### config.mk
export PLATFORM = sky130hd
export DESIGN_NAME = light_sensor_sequencer
export DESIGN_NICKNAME = d
export VERILOG_FILES = /design/src/rtl/light_sensor_sequencer.sv
export SDC_FILE = /design/constraint.sdc
export NUM_CORES = 1
export LEC_CHECK = 0
export BUFFER_PORTS_ARGS = -buffer_cell sky130_fd_sc_hd__buf_2
export CAP_MARGIN = 0
export CELL_PAD_IN_SITES_DETAIL_PLACEMENT = 0
export CELL_PAD_IN_SITES_GLOBAL_PLACEMENT = 1
export CORE_ASPECT_RATIO = 1.4
export CORE_MARGIN = 10
export CORE_UTILIZATION = 43
export CTS_CLUSTER_DIAMETER = 30
export DETAILED_ROUTE_END_ITERATION = 8
export GPL_TIMING_DRIVEN = 0
export PLACE_DENSITY_LB_ADDON = 0.1
export SLEW_MARGIN = 5
export SYNTH_ARGS = -nofsm -noshare
export SYNTH_HDL_FRONTEND = slang
export SYNTH_SLANG_ARGS = --single-unit
### constraint.sdc
create_clock -name FPGA_CLK1_50 -period 2.5 [get_ports FPGA_CLK1_50]
set_input_delay 0.375 -clock FPGA_CLK1_50 [delete_from_list [all_inputs] [get_ports FPGA_CLK1_50]]
set_output_delay 0.375 -clock FPGA_CLK1_50 [all_outputs]
set_load 0.005 [all_outputs]
### src/rtl/light_sensor_sequencer.sv
// light_sensor_sequencer
// Drives a byte-level I2C engine to run a BH1750-class ambient light sensor:
// power-on, continuous high-res mode set, conversion wait, then a repeating
// two-byte readout. Each result is published to reg1 (high byte) and reg2
// (low byte) on the same clock edge.
//
// Optional build macro: LIGHT_AVG_EN
//   Defined:   raw samples are summed into an 18-bit accumulator. Every 4th
//              sample publishes sum>>2, then the sum restarts. A NACK clears
//              the sum and the phase.
//   Undefined: every raw sample is published directly.
//
// Ports
//   FPGA_CLK1_50  in   system clock (50 MHz)
//   reset         in   synchronous, active-high
//   enable        in   run the sequencer; 0 parks in IDLE at the next bus boundary
//   cmd_valid     out  command to the I2C engine is valid
//   cmd_ready     in   engine accepts the command
//   cmd[1:0]      out  0=START 1=WRITE 2=READ 3=STOP
//   cmd_nack      out  with READ: master NACKs this (last) byte
//   wr_byte[7:0]  out  byte for WRITE
//   done          in   one-cycle pulse, the accepted command finished
//   rd_byte[7:0]  in   read data, valid with done after READ
//   ack_err       in   valid with done after WRITE, slave NACKed
//   reg1[7:0]     out  published result, high byte
//   reg2[7:0]     out  published result, low byte
//   sample_cnt    out  number of samples read, wraps 255->0
//   busy          out  sequencer is not in IDLE
//   err           out  sticky NACK flag, cleared by reset or enable 0->1
//
// State       | meaning
// ------------+--------------------------------------------------------
// ST_IDLE     | parked, waiting for enable
// ST_PWR      | START, WRITE addr+W, WRITE PWR_CMD, STOP
// ST_MODE     | START, WRITE addr+W, WRITE MODE_CMD, STOP
// ST_WAIT     | conversion wait, CONV_CYCLES cycles
// ST_READ     | START, WRITE addr+R, READ ack, READ nack, STOP
// ST_PUB      | one cycle: publish result, bump sample_cnt
// ST_ABORT    | STOP issued after a NACKed WRITE
// ST_BACKOFF  | retry wait, BACKOFF_CYCLES cycles, then back to ST_PWR

module light_sensor_sequencer #(
    parameter logic [6:0]  DEV_ADDR       = 7'h23,
    parameter logic [7:0]  PWR_CMD        = 8'h01,
    parameter logic [7:0]  MODE_CMD       = 8'h10,
    parameter int unsigned CONV_CYCLES    = 9000000,
    parameter int unsigned BACKOFF_CYCLES = 2500000,
    parameter int unsigned CNT_W          = 24
) (
    input  logic       FPGA_CLK1_50,
    input  logic       reset,
    input  logic       enable,
    output logic       cmd_valid,
    input  logic       cmd_ready,
    output logic [1:0] cmd,
    output logic       cmd_nack,
    output logic [7:0] wr_byte,
    input  logic       done,
    input  logic [7:0] rd_byte,
    input  logic       ack_err,
    output logic [7:0] reg1,
    output logic [7:0] reg2,
    output logic [7:0] sample_cnt,
    output logic       busy,
    output logic       err
);

    typedef enum logic [2:0] {
        ST_IDLE,
        ST_PWR,
        ST_MODE,
        ST_WAIT,
        ST_READ,
        ST_PUB,
        ST_ABORT,
        ST_BACKOFF
    } state_t;

    localparam logic [1:0] CMD_START = 2'd0;
    localparam logic [1:0] CMD_WRITE = 2'd1;
    localparam logic [1:0] CMD_READ  = 2'd2;
    localparam logic [1:0] CMD_STOP  = 2'd3;

    localparam logic [CNT_W-1:0] CONV_LOAD    = CNT_W'(CONV_CYCLES - 1);
    localparam logic [CNT_W-1:0] BACKOFF_LOAD = CNT_W'(BACKOFF_CYCLES - 1);
    localparam logic [CNT_W-1:0] CNT_ONE      = CNT_W'(1);

    state_t           state, state_nxt;
    logic [2:0]       step, step_nxt;
    logic             pend, pend_nxt;
    logic             cmd_valid_nxt;
    logic [1:0]       cmd_nxt;
    logic             cmd_nack_nxt;
    logic [7:0]       wr_byte_nxt;
    logic [CNT_W-1:0] counter, counter_nxt;
    logic [7:0]       hi_byte, hi_nxt;
    logic [7:0]       lo_byte, lo_nxt;
    logic [7:0]       reg1_nxt, reg2_nxt;
    logic [7:0]       sample_cnt_nxt;
    logic             err_nxt;
    logic             enable_q;

    logic [1:0]       step_cmd;
    logic [7:0]       step_byte;
    logic             step_nack;
    logic             step_last;

`ifdef LIGHT_AVG_EN
    logic [17:0]      sum, sum_nxt;
    logic [1:0]       avg_phase, avg_phase_nxt;
    logic [17:0]      sum_new;

    assign sum_new = sum + {2'b00, hi_byte, lo_byte};
`endif

    assign busy = (state != ST_IDLE);

    // Command table: what the current transaction step puts on the bus.
    always_comb begin
        step_cmd  = CMD_STOP;
        step_byte = 8'h00;
        step_nack = 1'b0;
        step_last = 1'b0;
        case (state)
            ST_PWR, ST_MODE: begin
                case (step)
                    3'd0: step_cmd = CMD_START;
                    3'd1: begin
                        step_cmd  = CMD_WRITE;
                        step_byte = {DEV_ADDR, 1'b0};
                    end
                    3'd2: begin
                        step_cmd  = CMD_WRITE;
                        step_byte = (state == ST_PWR) ? PWR_CMD : MODE_CMD;
                    end
                    default: step_last = 1'b1;
                endcase
            end
            ST_READ: begin
                case (step)
                    3'd0: step_cmd = CMD_START;
                    3'd1: begin
                        step_cmd  = CMD_WRITE;
                        step_byte = {DEV_ADDR, 1'b1};
                    end
                    3'd2: step_cmd = CMD_READ;
                    3'd3: begin
                        step_cmd  = CMD_READ;
                        step_nack = 1'b1;
                    end
                    default: step_last = 1'b1;
                endcase
            end
            ST_ABORT: step_last = 1'b1;
            default: step_last = 1'b0;
        endcase
    end

    always_comb begin
        state_nxt      = state;
        step_nxt       = step;
        pend_nxt       = pend;
        cmd_valid_nxt  = cmd_valid;
        cmd_nxt        = cmd;
        cmd_nack_nxt   = cmd_nack;
        wr_byte_nxt    = wr_byte;
        counter_nxt    = counter;
        hi_nxt         = hi_byte;
        lo_nxt         = lo_byte;
        reg1_nxt       = reg1;
        reg2_nxt       = reg2;
        sample_cnt_nxt = sample_cnt;
        err_nxt        = err;
`ifdef LIGHT_AVG_EN
        sum_nxt        = sum;
        avg_phase_nxt  = avg_phase;
`endif

        if (enable && !enable_q) begin
            err_nxt = 1'b0;
        end

        case (state)
            ST_IDLE: begin
                if (enable) begin
                    state_nxt = ST_PWR;
                    step_nxt  = 3'd0;
                end
            end

            ST_WAIT, ST_BACKOFF: begin
                if (!enable) begin
                    state_nxt = ST_IDLE;
                end else if (counter == '0) begin
                    state_nxt = (state == ST_WAIT) ? ST_READ : ST_PWR;
                    step_nxt  = 3'd0;
                end else begin
                    counter_nxt = counter - CNT_ONE;
                end
            end

            ST_PUB: begin
`ifdef LIGHT_AVG_EN
                if (avg_phase == 2'd3) begin
                    reg1_nxt      = sum_new[17:10];
                    reg2_nxt      = sum_new[9:2];
                    sum_nxt       = '0;
                    avg_phase_nxt = 2'd0;
                end else begin
                    sum_nxt       = sum_new;
                    avg_phase_nxt = avg_phase + 2'd1;
                end
`else
                reg1_nxt = hi_byte;
                reg2_nxt = lo_byte;
`endif
                sample_cnt_nxt = sample_cnt + 8'd1;
                state_nxt      = ST_WAIT;
                counter_nxt    = CONV_LOAD;
            end

            default: begin
                // Bus transaction states: issue, wait for accept, wait for done.
                if (pend) begin
                    if (done) begin
                        pend_nxt = 1'b0;
                        if (cmd == CMD_WRITE && ack_err) begin
                            // Slave NACK: close the bus with a STOP, then back off.
                            err_nxt   = 1'b1;
                            state_nxt = ST_ABORT;
                            step_nxt  = 3'd0;
`ifdef LIGHT_AVG_EN
                            sum_nxt       = '0;
                            avg_phase_nxt = 2'd0;
`endif
                        end else begin
                            if (cmd == CMD_READ) begin
                                if (cmd_nack) begin
                                    lo_nxt = rd_byte;
                                end else begin
                                    hi_nxt = rd_byte;
                                end
                            end
                            if (step_last) begin
                                step_nxt = 3'd0;
                                if (!enable) begin
                                    state_nxt = ST_IDLE;
                                end else begin
                                    case (state)
                                        ST_PWR:  state_nxt = ST_MODE;
                                        ST_MODE: begin
                                            state_nxt   = ST_WAIT;
                                            counter_nxt = CONV_LOAD;
                                        end
                                        ST_READ: state_nxt = ST_PUB;
                                        default: begin
                                            state_nxt   = ST_BACKOFF;
                                            counter_nxt = BACKOFF_LOAD;
                                        end
                                    endcase
                                end
                            end else begin
                                step_nxt = step + 3'd1;
                            end
                        end
                    end
                end else if (cmd_valid) begin
                    if (cmd_ready) begin
                        cmd_valid_nxt = 1'b0;
                        pend_nxt      = 1'b1;
                    end
                end else begin
                    cmd_valid_nxt = 1'b1;
                    cmd_nxt       = step_cmd;
                    wr_byte_nxt   = step_byte;
                    cmd_nack_nxt  = step_nack;
                end
            end
        endcase
    end

    always_ff @(posedge FPGA_CLK1_50) begin
        if (reset) begin
            state      <= ST_IDLE;
            step       <= 3'd0;
            pend       <= 1'b0;
            cmd_valid  <= 1'b0;
            cmd        <= CMD_START;
            cmd_nack   <= 1'b0;
            wr_byte    <= 8'h00;
            counter    <= '0;
            hi_byte    <= 8'h00;
            lo_byte    <= 8'h00;
            reg1       <= 8'h00;
            reg2       <= 8'h00;
            sample_cnt <= 8'h00;
            err        <= 1'b0;
            enable_q   <= 1'b0;
`ifdef LIGHT_AVG_EN
            sum        <= '0;
            avg_phase  <= 2'd0;
`endif
        end else begin
            state      <= state_nxt;
            step       <= step_nxt;
            pend       <= pend_nxt;
            cmd_valid  <= cmd_valid_nxt;
            cmd        <= cmd_nxt;
            cmd_nack   <= cmd_nack_nxt;
            wr_byte    <= wr_byte_nxt;
            counter    <= counter_nxt;
            hi_byte    <= hi_nxt;
            lo_byte    <= lo_nxt;
            reg1       <= reg1_nxt;
            reg2       <= reg2_nxt;
            sample_cnt <= sample_cnt_nxt;
            err        <= err_nxt;
            enable_q   <= enable;
`ifdef LIGHT_AVG_EN
            sum        <= sum_nxt;
            avg_phase  <= avg_phase_nxt;
`endif
        end
    end

endmodule

---- Yosys cells after proc, flatten, opt, wreduce, memory -nomap -nowiden ----
Cells that the tools add are included.
storage, ports and cells
  register bits ........................... 85
  input bits .............................. 14
  logic and storage cells ................. 126
cells by class
  $add $sub $neg .......................... 3
  equal/unequal tests ..................... 20
  multiplexer cells ....................... 51
  bitwise gates (word level) .............. 7
  reduce and logical (&&, ||, !) cells .... 30
operator list
  cell                                                                   number
  24-bit 2-to-1 mux                                                      7
  24-bit case mux with 3 select lines                                    1
  3-bit 2-to-1 mux                                                       16
  24-bit case mux with 2 select lines                                    1
  7-bit case mux with 2 select lines                                     2
  3-bit case mux with 3 select lines                                     3
  24-bit zero test                                                       1
  24-bit by 1-bit subtractor with 24-bit output (second input constant)  1
  6-bit AND reduction                                                    3
  3-bit nonzero test                                                     6
  1-bit 2-to-1 mux                                                       15
  3-bit by 2-bit == test with 1-bit output (second input constant)       4
  3-bit == test (second input constant)                                  4
  2-bit OR reduction                                                     5
  9-bit AND reduction                                                    1
  8-bit by 1-bit adder with 8-bit output (second input constant)         1
  2-bit inequality test (second input constant)                          4
  2-bit case mux with 2 select lines                                     2
  4-bit nonzero test                                                     2
  4-bit OR reduction                                                     2
  7-bit 2-to-1 mux                                                       1
  1-bit inverter                                                         7
  3-bit by 1-bit == test with 1-bit output (second input constant)       2
  3-bit zero test                                                        2
  16 further kinds                                                       18

---- Depth between registers and ports, before layout ----
  depth in word-level cells ............... 9
  depth in mapped cells ................... 8
  gate-level depth less buffers ........... 7

---- Worst setup path after synthesis ----
Ideal clock, no wire load.
  path kind ............................... register -> register
  start ................................... reg step[0]
  end ..................................... reg counter[16]
  library setup time ...................... 0.117 ns
  data arrival time ....................... 2.162 ns
  required time ........................... 2.383 ns
  slack ................................... 0.221 ns
  stages on the path, launching flop included .. 9
  clock period less this slack ............ 2.279 ns
  cells stage by stage .................... dfxtp_1 inv_1 ha_1 nor3_1 o221ai_2 a2111o_1 clkbuf_1 a22o_1 a32o_1
between the ends
  cells in the longest elaborated chain, start to end .. 6
  elaborated cells between the ends (all ways) .. 12
RTL lines
  item                                                                                                     RTL line  source
  from (decl)                                                                                              89        logic [2:0] step, step_nxt;
  from (signal assigned)                                                                                   305       step <= step_nxt;
  3-bit by 2-bit == test with 1-bit output, or another cell as far along                                   140       case (step)
  4-bit OR reduction (no source line) or 3-bit OR reduction (tied branches)                                --
  1-bit 2-to-1 mux, on equally long branches                                                               140, 126
  1-bit case mux with 3 select lines *                                                                     124       case (state)
  6-bit by 4-bit inequality test with 1-bit output (no source line) or 3-bit nonzero test (tied branches)  --
  9-bit AND reduction (no source line) *                                                                   --
  to (signal assigned)                                                                                     311       counter <= counter_nxt;
  to (decl)                                                                                                95        logic [CNT_W-1:0] counter, counter_nxt;
Every way passes the cells marked *; elsewhere a longest branch is shown, timed or not.
A chain may end at the register's enable or synchronous reset.

---- Final worst setup path ----
  start ................................... reg state[0]
  end ..................................... reg counter[8]
between the ends
  cells in the longest elaborated chain, start to end .. 9
  elaborated cells between the ends (all ways) .. 29
RTL lines
  item                                                                       RTL line  source
  from (decl)                                                                88        state_t state, state_nxt;
  from (signal assigned)                                                     304       state <= state_nxt;
  3-bit by 1-bit == test with 1-bit output or 3-bit == test (tied branches)  124, 249
  2-bit OR reduction (no source line)                                        --
  24-bit case mux with 2 select lines                                        249       case (state)
  24-bit 2-to-1 mux                                                          246       if (!enable) begin
  24-bit 2-to-1 mux                                                          244       if (step_last) begin
  24-bit 2-to-1 mux                                                          227       if (cmd == CMD_WRITE && ack_err) begin
  24-bit 2-to-1 mux                                                          225       if (done) begin
  24-bit 2-to-1 mux                                                          224       if (pend) begin
  24-bit case mux with 3 select lines                                        183       case (state)
Parallel ways exist; a longest one is shown, timed or not. The select of a mux whose other input is x is not followed.

==> reports/results.txt <==
CP Max Fanout = 10
Cells after Synth = 508
Total track usage = 19.45%
Die Y = 136.7 µm
Net switching power = 0.8264 mW
Internal power = 2.136 mW
Final setup violation count = 0
Highest metal used = met4
PnR worst setup slack = 69.34 ps
Achievable Freq = 411.4 MHz
Hold buffers post-CTS = 0
Vias = 4292
Largest net degree at the start of global routing = 16
Met2 WL = 6580 µm
Post-Syn Area = 4180 µm²
Critical path class = reg -> reg
Mux contribution to synthesized area = 4.310%
Crit start category = register
Main combinational cell family by area after synthesis = simple AND/OR/NAND/NOR gates
Layout cells sized above 1 = 18.93%
Vias in the first global route = 4275
Crit-path leading delay family = buffers and inverters
H-tree depth = 3
Number of port buffers = 47
Initial Util = 44.19%
Detail Route Antenna Nets = 0
Crit path arrival time = 2670 ps
Flop-to-flop setup slack = 70 ps
CP Buf/Inv Count = 2
Hold_sp = rd_byte[5]
Gpl congestion = 0.9212
Complex-gate fraction of the synthesized area = 21.76%
Slew HR = 44.83%
Origin of the critical flop-to-flop path = state[0]
Root Driver = clkbuf_16
Clk pwr share = 43.6%
HP Class = in -> reg
Worst-path clk slew = 60 ps
Crit end category = register
Combinational share of power = 11.8%
Final instance area = 5042 µm²
Crit path depth = 7
Crit. Startpoint = state[0]
Worst Clk Skew = 5.832 ps
Met1 WL = 5219 µm
Detailed-route DRC error count = 0
Placed cell areas = 4561 µm²
Die area = 14120 µm²
Reg2reg end = counter[8]
Leak Pwr = 2.016 nW
Worst Max-Slew Pin Slew = 818.9 ps
Ys flop type = dfxtp_1
Max Cap Viol = 0
FF-to-FF path depth = 7
Area Growth Syn to Fin = 20.62%
Status = finished, final reports clean
Synth Area in Adders = 2.095%
Initial antenna violation count = 0
PD cells = 587.5 nW/µm²
Maximum vdd drop = 0.3532 mV
Met3 wire len = 908 µm
Avg WL per Cell = 19.26 µm
Drt first pass iters = 7
CTS Buf Count = 9
Detailed Route WL = 13310 µm
DIE WIDTH = 103.3 µm
Post-synthesis simple-gate area fraction = 26.37%
Ant diodes = 0
Clk sinks = 80
Slowest-stage cell, CP = dfxtp_1
Ys async rst share = 0%
Crit share post-route = 97.23%
Post-synth cell types = 71
CP peak stage delay = 380 ps
Switching share of power = 27.90%
YS warnings = 0
Register share of total power = 44.6%
GRT Residual Overflow = 0
Nets = 597
Clk_lat worst skew = 340 ps
Max-slew violation count = 0
Total power = 2.962 mW
Iter 0 DRT Violations = 244
Syn_area_per_cell = 8.229 µm²
CORE AREA = 9459 µm²
Final min period = 2431 ps
Critical path cell sequence = clkbuf_1, nand2_2, nor2_1, a21boi_2, buf_2, o22ai_1, a32o_1
Hold Fails Final Rpt = 0
Row count = 42
Post-synth EDFFs = 0
Critical path required time = 2740 ps
DP HPWL = 9555 µm
Sequential area share after synthesis = 38.31%
CTS tree = yes
IO Pins = 52
Pre-CTS WS = -351.6 ps
Critical Path End = counter[8]
Post-synthesis xor/xnor area fraction = 1.676%
Worst-case clock buffer depth = 2
Via density = 6.211
Global-route wire length before repair = 21760 µm
Synthesized flop and latch total = 80
## worst register-to-register path, stage by stage (launching register included)
cell and delay, ps:
dfxtp_1 380, clkbuf_1 350, nand2_2 270, nor2_1 340
a21boi_2 300, buf_2 320, o22ai_1 130, a32o_1 230
## routing by layer
layer / vias to the layer above / global-route usage [%]
li1: 2008 / -
met1: 2040 / 22.01
met2: 200 / 32.53
met3: 44 / 4.341
met4: 0 / 11.32
met5: - / 0
## kinds of logic after synthesis
| kind of cell | Yosys count |
|---|---|
| compound gates | 131 |
| xor+xnor | 8 |
| fa+ha+maj | 7 |
| buf+inv | 51 |
| flops | 80 |
| mux | 18 |
| other cells | 1 |
| simple gates | 212 |
## metrics by stage
stage                     util, %  cells  TNS (ps)  hold WS, ps
final                       53.31    691         0        283.1
after global routing        53.31    691    -52.16        299.3
after CTS                   52.01    688         0        277.0
after detailed placement    48.21    667     -5807        440.1
after global placement      48.21    667     -5231        439.9
after floorplan                 -    510         0        431.2
## power by group through the flow
stage | Sequential (mW) | Clock, mW | Combinational [mW]
2_1_floorplan | 1.34 | 0 | 0.224
3_3_place_gp | 1.35 | 0 | 0.329
3_5_place_dp | 1.35 | 0 | 0.328
4_1_cts | 1.32 | 1.31 | 0.338
5_1_grt | 1.33 | 1.37 | 0.384
6_report | 1.32 | 1.29 | 0.351
## cell type report
type | count | area, µm²
fillers | 961 | 4417
repair buffers | 56 | 302.8
inverters | 13 | 48.80
clock inverters | 6 | 48.80
clock buffers | 10 | 239.0
flip-flops and latches | 80 | 1608
multi-input cells | 379 | 2474
well taps | 110 | 137.6
plain buffers | 37 | 183.9
## synthesized netlist by cell type (8+ instances only)
cell type / number / area, µm²
inv_1: 13 / 48.80
a31oi_1: 9 / 56.30
nand2_1: 54 / 202.7
dfxtp_1: 80 / 1602
mux2i_1: 18 / 180.2
a21oi_1: 40 / 200.2
nand3_1: 15 / 75.07
a211oi_1: 9 / 67.56
nor4_1: 8 / 50.05
or3_1: 8 / 50.05
nor3_1: 21 / 105.1
nor2_1: 51 / 191.4
nand4_1: 14 / 87.58
clkbuf_1: 24 / 90.09
o21ai_0: 12 / 60.06
## worst min-delay path by stage
stage | to | slack [ps] | cells past startpoint
after global placement | reg1[4] | 440 | 2
after CTS | hi_byte[5] | 280 | 3
after detailed placement | reg1[6] | 440 | 2
after floorplan | reg1[0] | 430 | 2
after global routing | hi_byte[2] | 300 | 3
final | hi_byte[5] | 280 | 3
## cell usage in the layout, fill, tap and decap left out, types with 8 or more instances in the layout
cell	count
o21ai_0	12
nor3_1	20
buf_2	53
nand4_1	14
a21oi_1	40
a31oi_1	9
clkbuf_1	20
buf_4	16
a211oi_1	9
dfxtp_1	77
or3_1	8
clkbuf_16	9
inv_1	13
nand3_1	15
mux2i_1	18
nand2_1	53
nor2_1	51
## state kept, by name (all words and copies together), names as in the netlist
register and cells:
err 1, enable_q 1, state 3, pend 1
reg2 8, counter 24, step 3, lo_byte 8
cmd 2, hi_byte 8, sample_cnt 8, reg1 8
cmd_nack 1, wr_byte 3, cmd_valid 1
## repair_timing
item                                    in CTS  in global routing
resized for setup                            8                 25
pin swaps                                    3                  2
endpoints found under the setup margin      26                 27
buffers inserted                             5                  4
(Power assumes the default switching activity.)
